--- src/rtl/envelope_detector.sv ---
// Magnitude/envelope detector for a complex (Re/Im) stream.
// Alpha-max-beta-min magnitude, block-average envelope, and hysteretic detect FSM.
module envelope_detector #(
  parameter int total_bits = 12,
  parameter int avg_log2   = 4
) (
  input  logic                         clock,
  input  logic                         reset,
  input  logic                         in_valid,
  input  logic signed [total_bits-1:0] Re,
  input  logic signed [total_bits-1:0] Im,
  input  logic        [total_bits:0]   th_on,
  input  logic        [total_bits:0]   th_off,
  output logic        [total_bits:0]   mag,
  output logic                         mag_valid,
  output logic        [total_bits:0]   env,
  output logic                         env_valid,
  output logic                         detect
);
  localparam int W  = total_bits;
  localparam int AW = total_bits + 1 + avg_log2;

  typedef enum logic [1:0] {IDLE, PENDING, ACTIVE} state_t;

  logic signed [W-1:0] iq [2];
  logic                v1_reg;
  logic                v2_reg;
  logic [W-1:0]        max_reg;
  logic [W-1:0]        min_reg;
  logic [W:0]          mag_reg;
  logic                mag_valid_reg;
  logic [AW-1:0]       acc_reg;
  logic [AW-1:0]       sum_next;
  logic [avg_log2-1:0] cnt_reg;
  logic [W:0]          env_reg;
  logic                env_valid_reg;
  state_t              state_reg;
  logic                detect_reg;

  assign iq[0] = Re;
  assign iq[1] = Im;

  // Stage 1: absolute values; the most negative input wraps to 2^(W-1) as unsigned.
  generate
    for (genvar gi = 0; gi < 2; gi++) begin : g_abs
      logic [W-1:0] abs_reg;
      always_ff @(posedge clock) begin
        if (reset) begin
          abs_reg <= '0;
        end else begin
          abs_reg <= iq[gi][W-1] ? $unsigned(-iq[gi]) : $unsigned(iq[gi]);
        end
      end
    end
  endgenerate

  always_ff @(posedge clock) begin
    if (reset) begin
      v1_reg <= 1'b0;
    end else begin
      v1_reg <= in_valid;
    end
  end

  // Stage 2: sort the two magnitudes.
  always_ff @(posedge clock) begin
    if (reset) begin
      v2_reg  <= 1'b0;
      max_reg <= '0;
      min_reg <= '0;
    end else begin
      v2_reg <= v1_reg;
      if (g_abs[0].abs_reg >= g_abs[1].abs_reg) begin
        max_reg <= g_abs[0].abs_reg;
        min_reg <= g_abs[1].abs_reg;
      end else begin
        max_reg <= g_abs[1].abs_reg;
        min_reg <= g_abs[0].abs_reg;
      end
    end
  end

  // Stage 3: max + 3/8*min; worst case 1.375*2^(W-1) fits in W+1 bits.
  always_ff @(posedge clock) begin
    if (reset) begin
      mag_reg       <= '0;
      mag_valid_reg <= 1'b0;
    end else begin
      mag_valid_reg <= v2_reg;
      if (v2_reg) begin
        mag_reg <= (W+1)'(max_reg) + (W+1)'(min_reg >> 2) + (W+1)'(min_reg >> 3);
      end
    end
  end

  assign sum_next = acc_reg + AW'(mag_reg);

  // Window closes on the last sample: publish and restart on the same edge.
  always_ff @(posedge clock) begin
    if (reset) begin
      acc_reg       <= '0;
      cnt_reg       <= '0;
      env_reg       <= '0;
      env_valid_reg <= 1'b0;
    end else begin
      env_valid_reg <= 1'b0;
      if (mag_valid_reg) begin
        if (cnt_reg == '1) begin
          env_reg       <= sum_next[AW-1:avg_log2];
          env_valid_reg <= 1'b1;
          acc_reg       <= '0;
          cnt_reg       <= '0;
        end else begin
          acc_reg <= sum_next;
          cnt_reg <= cnt_reg + 1'b1;
        end
      end
    end
  end

  // Detect needs two consecutive windows above th_on to assert.
  always_ff @(posedge clock) begin
    if (reset) begin
      state_reg  <= IDLE;
      detect_reg <= 1'b0;
    end else if (env_valid_reg) begin
      case (state_reg)
        IDLE: begin
          if (env_reg >= th_on) state_reg <= PENDING;
        end
        PENDING: begin
          if (env_reg >= th_on) begin
            state_reg  <= ACTIVE;
            detect_reg <= 1'b1;
          end else begin
            state_reg <= IDLE;
          end
        end
        ACTIVE: begin
          if (env_reg < th_off) begin
            state_reg  <= IDLE;
            detect_reg <= 1'b0;
          end
        end
        default: begin
          state_reg  <= IDLE;
          detect_reg <= 1'b0;
        end
      endcase
    end
  end

  assign mag       = mag_reg;
  assign mag_valid = mag_valid_reg;
  assign env       = env_reg;
  assign env_valid = env_valid_reg;
  assign detect    = detect_reg;

endmodule
--- config.mk ---
export PLATFORM = sky130hd
export DESIGN_NAME = envelope_detector
export DESIGN_NICKNAME = d
export VERILOG_FILES = /design/src/rtl/envelope_detector.sv
export SDC_FILE = /design/constraint.sdc
export NUM_CORES = 1
export LEC_CHECK = 0
export CAP_MARGIN = 20
export CORE_MARGIN = 5
export CORE_UTILIZATION = 50
export CTS_BUF_LIST = sky130_fd_sc_hd__clkbuf_16
export CTS_CLUSTER_DIAMETER = 40
export DETAILED_ROUTE_END_ITERATION = 12
export GPL_TIMING_DRIVEN = 0
export PLACE_DENSITY_LB_ADDON = 0.2
export SLEW_MARGIN = 20
export SYNTH_ARGS = -nofsm -noshare
export SYNTH_HDL_FRONTEND = slang
export SYNTH_SLANG_ARGS = --single-unit
export TNS_END_PERCENT = 20
--- constraint.sdc ---
create_clock -name clock -period 2.49 [get_ports clock]
set_input_delay 0.6225 -clock clock [delete_from_list [all_inputs] [get_ports clock]]
set_output_delay 0.6225 -clock clock [all_outputs]
set_load 0.005 [all_outputs]
==> metrics.yaml <==
sta:
  fin_worst_skew_ps: 8.30
  fin_crit_sh: 1.01
  worstMarginPinSlew_ps: 752
  setup_ws_ps: -14.4
  fin_setup_tns_ps: -28.3
  min_period_ps: 2500
  finalSetupViolCount: 2
  drv_slew: 0
  hold_viol: 0
  slew_headroom: 0.497
  max_freq_mhz: 399
  rsz0062_at_grt: "yes"
finish:
  syn_to_final_growth_pct: 22.9
  nNetsFinal: 915
  largest_reg_flops: 24
  mostFrequentLayoutCell: "dfxtp_1"
  drive_above_1_share: 0.0543
  layout_common_cells: "dfxtp_1, clkdlybuf4s50_1, nand2_1"
  fin_util: 0.622
  stdcell_count: 939
  design_area_sq_um: 7400
  antenna_cells: 0
floorplan:
  dieArea_sq_um: 14300
  fp.dieH_um: 120
  die_w_um: 120
  io_pins: 82
  core_sq_um: 11900
  initial_core_util: 0.506
  num_rows: 40
logic_synthesis:
  synth_top_area_cell: "dfxtp_1"
  ys_types: 58
  synth-seq-cells: 100
  synth-edff-count: 0
  synth_compound_area_frac: 0.179
  synthArstFlopShare: 0
  synth_warnings: 0
  synth_top_area_share: 0.332
  synthMuxAreaShare: 0.0550
  synth_flop_cell: "dfxtp_1"
  synth_xor_area_frac: 0.0582
  synth_nets: 822
  synth_fa_ha_area_frac: 0.169
  synth_area_leaders: "dfxtp_1, ha_1, mux2i_1"
  synth_simple_gate_area_frac: 0.155
  synth_cells: 694
  yosysSeqAreaShare: 0.332
  synth_area_sq_um: 6020
  avgSynthCellArea_sq_um: 8.68
  synth_top_family_by_area: "compound AO/OA/AOI/OAI gates"
clocking:
  h-tree-depth: 3
  clock-root-buffer: "clkbuf_16"
  cts_tree: "built"
  clock_sinks: 100
  numCtsBuffers: 9
  insertion_delay_ps: 350
  holdBufCountCts: 0
  cts_buffer_depth: 2
  path_clk_slew_ps: 70
placement:
  dp_cells: 922
  place_ws_ps: -557
  port_buffers: 81
  placed_cell_area_sq_um: 7020
  place.gp.congestion: 0.916
  place_hpwl_um: 12000
global_route:
  grt_max_degree: 17
  grt_pass1_wl_um: 24900
  use_met1: 0.291
  grt_pass1_vias: 5077
  grtUsageMet3: 0.0457
  grt_usage: 0.215
  grt-busiest-layer: "met2"
  antenna_found_initial: 0
  globalRouteMet2Util: 0.352
  grt_overflow: 0
worst_hold_path:
  holdPathStages: 1
  min-delay-start: "v1_reg"
  hp-class: "reg2reg"
  hold_end: "v2_reg"
setup_path:
  critPathLaunch: "min_reg[4]"
  arrival_ps: 2740
  crit_fanout: 3
  end_kind: "flop"
  crit_path_start_kind: "flop"
  r2r-start: "min_reg[4]"
  critPathRequiredTime_ps: 2730
  cp_slowest_cell: "fa_2"
  critical-path-top-delay-family: "compound AO/OA/AOI/OAI gates"
  path_cells: "fa_2, ha_4, a211o_1, a2111oi_4, o31ai_4, xor2_1, mux2i_1, nor2_1"
  reg2reg_slack_ps: -10
  critPathBufInv: 0
  path_class: "reg2reg"
  worstRegToRegCells: 8
  max_stage_delay_ps: 600
  r2r_end: "mag[10]"
pwr:
  p_per_area_nw_per_um2: 534
  power.switching_mw: 1.11
  share_comb_of_total_power: 0.206
  power_leakage_nw: 3.19
  pwr-share-clk: 0.354
  swShare: 0.279
  p_int_mw: 2.85
  vdd_drop_max_v: 0.000325
  seqPwrFrac: 0.441
route:
  wl_per_cell_um: 16.1
  vias_per_cell: 5.55
  drt-initial-drc-count: 368
  detail-route-antenna-nets: 0
  dr.pass1.iters: 5
  drc: 0
  via_count: 5214
  drt_wl_total_um: 15200
flow_run:
  drv_cap: 0
status:
  status: "complete, but fails checks"
  violations: "negative setup slack"
-- metrics by stage --
step                      power (mW)  hold WS (ps)
after floorplan                 2.29           414
after global placement          2.53           435
after detailed placement        2.55           440
after CTS                       3.95           459
after global routing            4.14           469
final                           3.96           449
-- power by group through the flow --
stage	logic [mW]	clock network (mW)	registers (mW)
after global placement	0.750	0	1.78
after CTS	0.799	1.41	1.74
after floorplan	0.526	0	1.76
after global routing	0.902	1.48	1.75
final	0.814	1.40	1.74
after detailed placement	0.774	0	1.78
-- how the worst max path moves through the flow --
stage | to | slack, ps | cells after the start
floorplan | mag[10] | 20 | 8
global placement | g_abs[0].abs_reg[9] | -530 | 5
detailed placement | g_abs[0].abs_reg[9] | -560 | 5
CTS | mag[10] | -60 | 8
global route | mag[8] | -140 | 8
finish | mag[10] | -10 | 8
-- Yosys cell counts (3+ instances only) --
| cell | count |
|---|---|
| a21o_1 | 11 |
| dfxtp_1 | 100 |
| nor4_1 | 3 |
| nor2_1 | 65 |
| o22ai_1 | 4 |
| o21ai_0 | 33 |
| nor2b_1 | 12 |
| inv_1 | 54 |
| nor3_1 | 10 |
| a21oi_1 | 48 |
| nand2b_1 | 8 |
| mux2i_1 | 32 |
| a211oi_1 | 11 |
| o21bai_1 | 5 |
| o31ai_1 | 7 |
| o41ai_1 | 3 |
| a22o_1 | 6 |
| nand2_1 | 68 |
| fa_1 | 11 |
| buf_1 | 5 |
| clkbuf_1 | 15 |
| ha_1 | 64 |
| xor2_1 | 21 |
| a221o_1 | 3 |
| o21a_1 | 3 |
| nand4_1 | 6 |
| xnor2_1 | 19 |
| a31oi_1 | 12 |
| nand3_1 | 13 |
| nor4b_1 | 3 |
-- cells by family (layout without fill, tap and decap cells) --
kind of cell | count (synthesis) | after routing
muxes | 33 | 33
adders and majority gates | 75 | 75
DFF | 100 | 100
xor gates and xnor gates | 40 | 40
AOI/OAI and AO/OA | 165 | 165
and+or+nand+nor | 203 | 203
buffers and inverters | 78 | 176
-- layer usage --
metal  up-vias  share of wire  routed length (um)
met5         -              0                   0
met4         0          0.011                 166
li1       2622              -                   -
met3        13          0.054                 822
met1      2458           0.47                7170
met2       121           0.46                7000
-- cell type report --
cell class	count	area, sq um
clock inverter	7	67.6
fill	1076	4510
inverter	55	206
timing repair buffer	82	818
sequential	100	2000
multi-input combinational	516	3800
buffer	23	101
clock buffer	9	225
tap	147	184
-- what timing repair did --
action / 4_1_cts / 5_1_grt
gates resized for setup: 13 / 7
gates cloned: 0 / 0
buffers inserted: 0 / 1
pin swaps: 1 / 11
endpoints found under the setup margin: 25 / 20
(Power assumes the default switching activity.)
